`config.mk`:
```
export PLATFORM = sky130hd
export DESIGN_NAME = pipeline_sequencer
export DESIGN_NICKNAME = d
export VERILOG_FILES = /design/src/rtl/pipeline_sequencer.sv
export SDC_FILE = /design/constraint.sdc
export NUM_CORES = 1
export LEC_CHECK = 0
export ABC_AREA = 1
export CAP_MARGIN = 20
export CORE_UTILIZATION = 45
export DETAILED_ROUTE_END_ITERATION = 12
export PLACE_DENSITY = 0.75
export SLEW_MARGIN = 10
export SYNTH_ARGS = -nofsm -noshare
export SYNTH_HDL_FRONTEND = slang
export SYNTH_SLANG_ARGS = --single-unit
```
`constraint.sdc`:
```
create_clock -name clk -period 5.17 [get_ports clk]
set_input_delay 0.7755 -clock clk [delete_from_list [all_inputs] [get_ports clk]]
set_output_delay 0.7755 -clock clk [all_outputs]
set_load 0.02 [all_outputs]
```
`src/rtl/pipeline_sequencer.sv`:
```
// Stall/flush sequencer for the five-stage pipeline: RAW hazard stalls, bus-wait freeze, branch flush.
// Optional bus watchdog is compiled in with `define BUS_TIMEOUT_EN (limit set by TIMEOUT).
module pipeline_sequencer #(
    parameter int FLUSH_CYCLES = 2,
    parameter int TIMEOUT      = 255
) (
    input  logic        clk,
    input  logic        rst,
    input  logic        exe_valid,
    input  logic [4:0]  exe_rs1_address,
    input  logic [4:0]  exe_rs2_address,
    input  logic        exe_uses_rs1,
    input  logic        exe_uses_rs2,
    input  logic [4:0]  mem_rd_addr,
    input  logic [4:0]  wb_rd_addr,
    input  logic        mem_rd_we,
    input  logic        wb_rd_we,
    input  logic        branch_taken,
    input  logic        mem_req,
    input  logic        mem_ack,
    output logic        fetch_en,
    output logic        decode_en,
    output logic        exe_en,
    output logic        mem_en,
    output logic        wb_en,
    output logic        decode_invalidate,
    output logic        exe_invalidate,
    output logic        mem_invalidate,
    output logic        pc_redirect,
    output logic        stall_active,
    output logic [15:0] stall_cycles,
    output logic        bus_error
);

    // state     | meaning
    // RUN       | normal issue
    // MEM_WAIT  | memory stage waiting on the data bus
    // FLUSH     | decode refilling after a redirect
    localparam logic [1:0] ST_RUN      = 2'd0;
    localparam logic [1:0] ST_MEM_WAIT = 2'd1;
    localparam logic [1:0] ST_FLUSH    = 2'd2;

    localparam logic [3:0] FLUSH_RELOAD = 4'(FLUSH_CYCLES - 1);

    logic [1:0] state, state_nxt;
    logic [3:0] flush_cnt, flush_cnt_nxt;
    logic       freeze, hazard, rs1_hit, rs2_hit, timeout, any_en_low;

    assign freeze = mem_req && !mem_ack;

    assign rs1_hit = exe_uses_rs1 && (exe_rs1_address != 5'd0) &&
                     ((mem_rd_we && exe_rs1_address == mem_rd_addr) ||
                      (wb_rd_we  && exe_rs1_address == wb_rd_addr));
    assign rs2_hit = exe_uses_rs2 && (exe_rs2_address != 5'd0) &&
                     ((mem_rd_we && exe_rs2_address == mem_rd_addr) ||
                      (wb_rd_we  && exe_rs2_address == wb_rd_addr));
    assign hazard  = exe_valid && (rs1_hit || rs2_hit);

`ifdef BUS_TIMEOUT_EN
    localparam int             TO_W    = $clog2(TIMEOUT + 1);
    localparam logic [TO_W-1:0] TO_LAST = TO_W'(TIMEOUT - 1);

    // to_cnt holds the number of wait cycles already spent; the freeze cycle in RUN/FLUSH is the first.
    logic [TO_W-1:0] to_cnt;

    assign timeout = (state == ST_MEM_WAIT) && freeze && (to_cnt >= TO_LAST);

    always_ff @(posedge clk or posedge rst) begin
        if (rst)
            to_cnt <= '0;
        else if (freeze && !timeout)
            to_cnt <= (state == ST_MEM_WAIT) ? to_cnt + TO_W'(1) : TO_W'(1);
        else
            to_cnt <= '0;
    end

    assign mem_invalidate = rst ? 1'b1 : timeout;
    assign bus_error      = !rst && timeout;
`else
    // Keeps the watchdog limit referenced when the watchdog is compiled out.
    logic [31:0] unused_timeout_cfg;
    assign unused_timeout_cfg = 32'(TIMEOUT);

    assign timeout        = 1'b0;
    assign mem_invalidate = 1'b0;
    assign bus_error      = 1'b0;
`endif

    always_comb begin
        state_nxt         = state;
        flush_cnt_nxt     = flush_cnt;
        fetch_en          = 1'b1;
        decode_en         = 1'b1;
        exe_en            = 1'b1;
        mem_en            = 1'b1;
        wb_en             = 1'b1;
        decode_invalidate = 1'b0;
        exe_invalidate    = 1'b0;
        pc_redirect       = 1'b0;
        stall_active      = 1'b0;
        if (rst) begin
            {fetch_en, decode_en, exe_en, mem_en, wb_en} = 5'b0;
            decode_invalidate = 1'b1;
            exe_invalidate    = 1'b1;
        end else if (timeout) begin
            state_nxt     = ST_RUN;
            flush_cnt_nxt = 4'd0;
        end else if (freeze) begin
            {fetch_en, decode_en, exe_en, mem_en, wb_en} = 5'b0;
            state_nxt = ST_MEM_WAIT;
        end else begin
            if (state == ST_FLUSH)
                decode_invalidate = 1'b1;
            if (branch_taken) begin
                pc_redirect       = 1'b1;
                decode_invalidate = 1'b1;
                exe_invalidate    = 1'b1;
                flush_cnt_nxt     = FLUSH_RELOAD;
                state_nxt         = (FLUSH_RELOAD == 4'd0) ? ST_RUN : ST_FLUSH;
            end else begin
                if (hazard) begin
                    fetch_en       = 1'b0;
                    decode_en      = 1'b0;
                    exe_en         = 1'b0;
                    exe_invalidate = 1'b1;
                    stall_active   = 1'b1;
                end
                case (state)
                    ST_FLUSH: begin
                        flush_cnt_nxt = (flush_cnt == 4'd0) ? 4'd0 : flush_cnt - 4'd1;
                        state_nxt     = (flush_cnt <= 4'd1) ? ST_RUN : ST_FLUSH;
                    end
                    // A flush interrupted by a bus wait picks up where it stopped.
                    ST_MEM_WAIT: state_nxt = (flush_cnt != 4'd0) ? ST_FLUSH : ST_RUN;
                    default:     state_nxt = ST_RUN;
                endcase
            end
        end
    end

    assign any_en_low = !(fetch_en && decode_en && exe_en && mem_en && wb_en);

    always_ff @(posedge clk or posedge rst) begin
        if (rst) begin
            state        <= ST_RUN;
            flush_cnt    <= 4'd0;
            stall_cycles <= 16'd0;
        end else begin
            state     <= state_nxt;
            flush_cnt <= flush_cnt_nxt;
            if (any_en_low && stall_cycles != 16'hFFFF)
                stall_cycles <= stall_cycles + 16'd1;
        end
    end

endmodule

```
==> results_dict.tcl <==
set metrics [dict create \
    run_status "complete, no violations" \
    seq_power_share_pct 37.2 \
    timing.rr.start "stall_cycles[0]$_DFFE_PP0P_" \
    cts_root_buf "clkbuf_8" \
    place.gp.congestion 0.832 \
    cts_buffers 3 \
    power.switching_mw 0.220 \
    switching_share_pct 34.8 \
    mostFrequentLayoutCells "nand2_1 (104), clkdlybuf4s50_1 (54), inv_1 (41)" \
    fin_crit_ns 3.75 \
    layout_commonest_cell "nand2_1" \
    power.density_mw_per_mm2 260 \
    drtIter0Drc 121 \
    synth.avg_cell_area_um2 6.25 \
    postCtsSetupRepairBufs 0 \
    rsz0062_at_grt "false" \
    setup_viol 0 \
    crit_type "input port to output pin" \
    p_leak_nw 1.28 \
    hold_violations 0 \
    synth_cell_types 27 \
    finalSetupTns_ns 0 \
    cts_tree "built" \
    pwr-share-comb_pct 37.5 \
    portBuffers 54 \
    reg2regPathDepth 8 \
    min_to "flush_cnt[0]$_DFFE_PP0P_" \
    finalNetCount 375 \
    postCtsHoldBufs 0 \
    r2r_end "stall_cycles[7]$_DFFE_PP0P_" \
    grt_max_degree 19 \
    hold_path_class "flip-flop to flip-flop" \
    coreArea_mm2 0.00374 \
    vias 1904 \
    cp_slowest_cell "clkdlybuf4s50_1" \
    avgViaCountPerCell 4.89 \
    dpl.cell_count 385 \
    finalNonFillerCells 389 \
    htreeDepth 1 \
    overflow 0 \
    critPathArrivalTime_ns 2.97 \
    start_kind "input port" \
    clk_pin_slew_ns 0.08 \
    ys_ff_latch 22 \
    p_int_mw 0.412 \
    start_util_pct 48.3 \
    finClkSkew_ns 0.00856 \
    ir_drop_mv 0.204 \
    antenna_found_initial 0 \
    drc 0 \
    yosysWarnings 0 \
    dieArea_mm2 0.00427 \
    avgRoutedWirePerCell_um 11.5 \
    drive_above_1_share_pct 3.23 \
    rows 22 \
    r2r_slack_ns 3.10 \
    worstPathRequired_ns 4.39 \
    maxCapViolations 0 \
    power_mw 0.632 \
    final_max_slew_viol_count 0 \
    min_delay_path_depth 1 \
    yosysSeqAreaShare_pct 30.5 \
    dpl.hpwl_um 3510 \
    grt_pass1_wl_um 7400 \
    wl_um 4470 \
    cts.repair.resized 0 \
    min_from "flush_cnt[0]$_DFFE_PP0P_" \
    io_pins 57 \
    dr.pass1.iters 4 \
    area_growth_pct 34.6 \
    crit_start "exe_rs2_address[0]" \
    cp-end-kind "output pin" \
    max_clock_freq_mhz 267 \
    numClockSinks 22 \
    die_x_um 65.4 \
    cts_buffer_depth 2 \
    syn_area_mm2 0.00181 \
    power_frac_clock_pct 25.3 \
    track_usage_pct 22.3 \
    fin_crit_sh_pct 72.5 \
    num_antenna_cells 0 \
    grt_pass1_vias 1681 \
    dpl_cell_area_mm2 0.00236 \
    slowest_delay_ns 0.62 \
    die_y_um 65.4 \
    crit_fanout 18 \
    syn_inst 289 \
    stdcell_area_mm2 0.00243 \
    postRouteAntennaNets 0 \
    path_cells "clkdlybuf4s50_1 > nor2_1 > nand3_1 > o21ai_0 > inv_1 > nand2_1 > nand2_1 > nand3_1 > nand2_2 > inv_1 > clkdlybuf4s50_1" \
    clock_latency_ns 0.26 \
]
[registers in the layout, summed over array words and instances, names as in the netlist]
register,count
stall_cycles,16
flush_cnt,4
state,2
[layer usage]
layer / wire, um / track usage (%) / part of all wire [%] / vias to the layer above
met5: 0 / 0 / 0 / -
met4: 61 / 8.70 / 1.4 / 0
met3: 227 / 2.78 / 5.1 / 4
met2: 2000 / 36.2 / 45 / 56
met1: 2190 / 30.0 / 49 / 843
li1: - / - / - / 1001
[power groups by stage]
stage	Clock, mW	Combinational (mW)	Sequential (mW)
4_1_cts	0.165	0.238	0.234
3_3_place_gp	0	0.235	0.237
3_5_place_dp	0	0.237	0.238
5_1_grt	0.173	0.263	0.239
6_report	0.160	0.237	0.235
2_1_floorplan	0	0.126	0.253
[cell type report]
cell class	instances	area [um2]
repair buffers	55	548
clock buffers	3	41.3
flip-flops and latches	22	551
clock inverters	1	30.0
inverters	41	154
well taps	48	60.1
multi-input cells	219	1050
fillers	348	1310
[how the worst max path moves through the flow]
stage	endpoint	slack, ns	cells after the start
3_5_place_dp	decode_en	1.42	11
6_report	exe_en	1.42	11
2_1_floorplan	exe_en	2.30	7
5_1_grt	decode_en	1.21	11
3_3_place_gp	decode_en	1.42	11
4_1_cts	decode_en	1.42	11
[cell usage after synthesis]
library cell  instances  area [um2]
a211o_1               1        8.76
or2_2                 1        6.26
or3_4                 1        11.3
xor2_1                8        70.1
nand4_1               5        31.3
o31ai_1               1        7.51
xnor2_1               5        43.8
nand2_4               2        22.5
nor2_1               33         124
nand2_2               1        6.26
o22ai_1               1        6.26
nand2_1             104         390
a211oi_1              1        7.51
dfrtp_1              22         551
conb_1                1        3.75
nand3b_1              1        7.51
buf_2                 2        10.0
inv_1                41         154
buf_4                 5        37.5
buf_6                 1        11.3
a21oi_1               6        30.0
nor3_1                6        30.0
nand3_1              27         135
nor4_1                2        12.5
nor3_4                1        16.3
o21ai_0               7        35.0
ha_1                  3        37.5
[critical path: cells and delay by family]
kind | cells | cell delay (ns)
AO/OA/AOI/OAI | 1 | 0.16
buffers and inverters | 4 | 1.34
AND/OR/NAND/NOR | 6 | 0.72
[cells by family after synthesis]
family / after synthesis / synth area share (%)
flops: 22 / 30.5
compound gates: 17 / 5.26
simple gates: 184 / 43.9
buf+inv: 49 / 11.8
other cells: 1 / 0.208
xor+xnor: 13 / 6.30
fa+ha+maj: 3 / 2.08
[through the flow]
step	setup WS, ns	hold WS, ns	util [%]
after floorplan	2.30	0.463	-
after global placement	1.42	0.495	63.0
after detailed placement	1.42	0.495	63.0
after CTS	1.42	0.509	64.9
after global routing	1.21	0.519	64.9
final	1.42	0.514	64.9
Power figures use the tool's default switching activity.
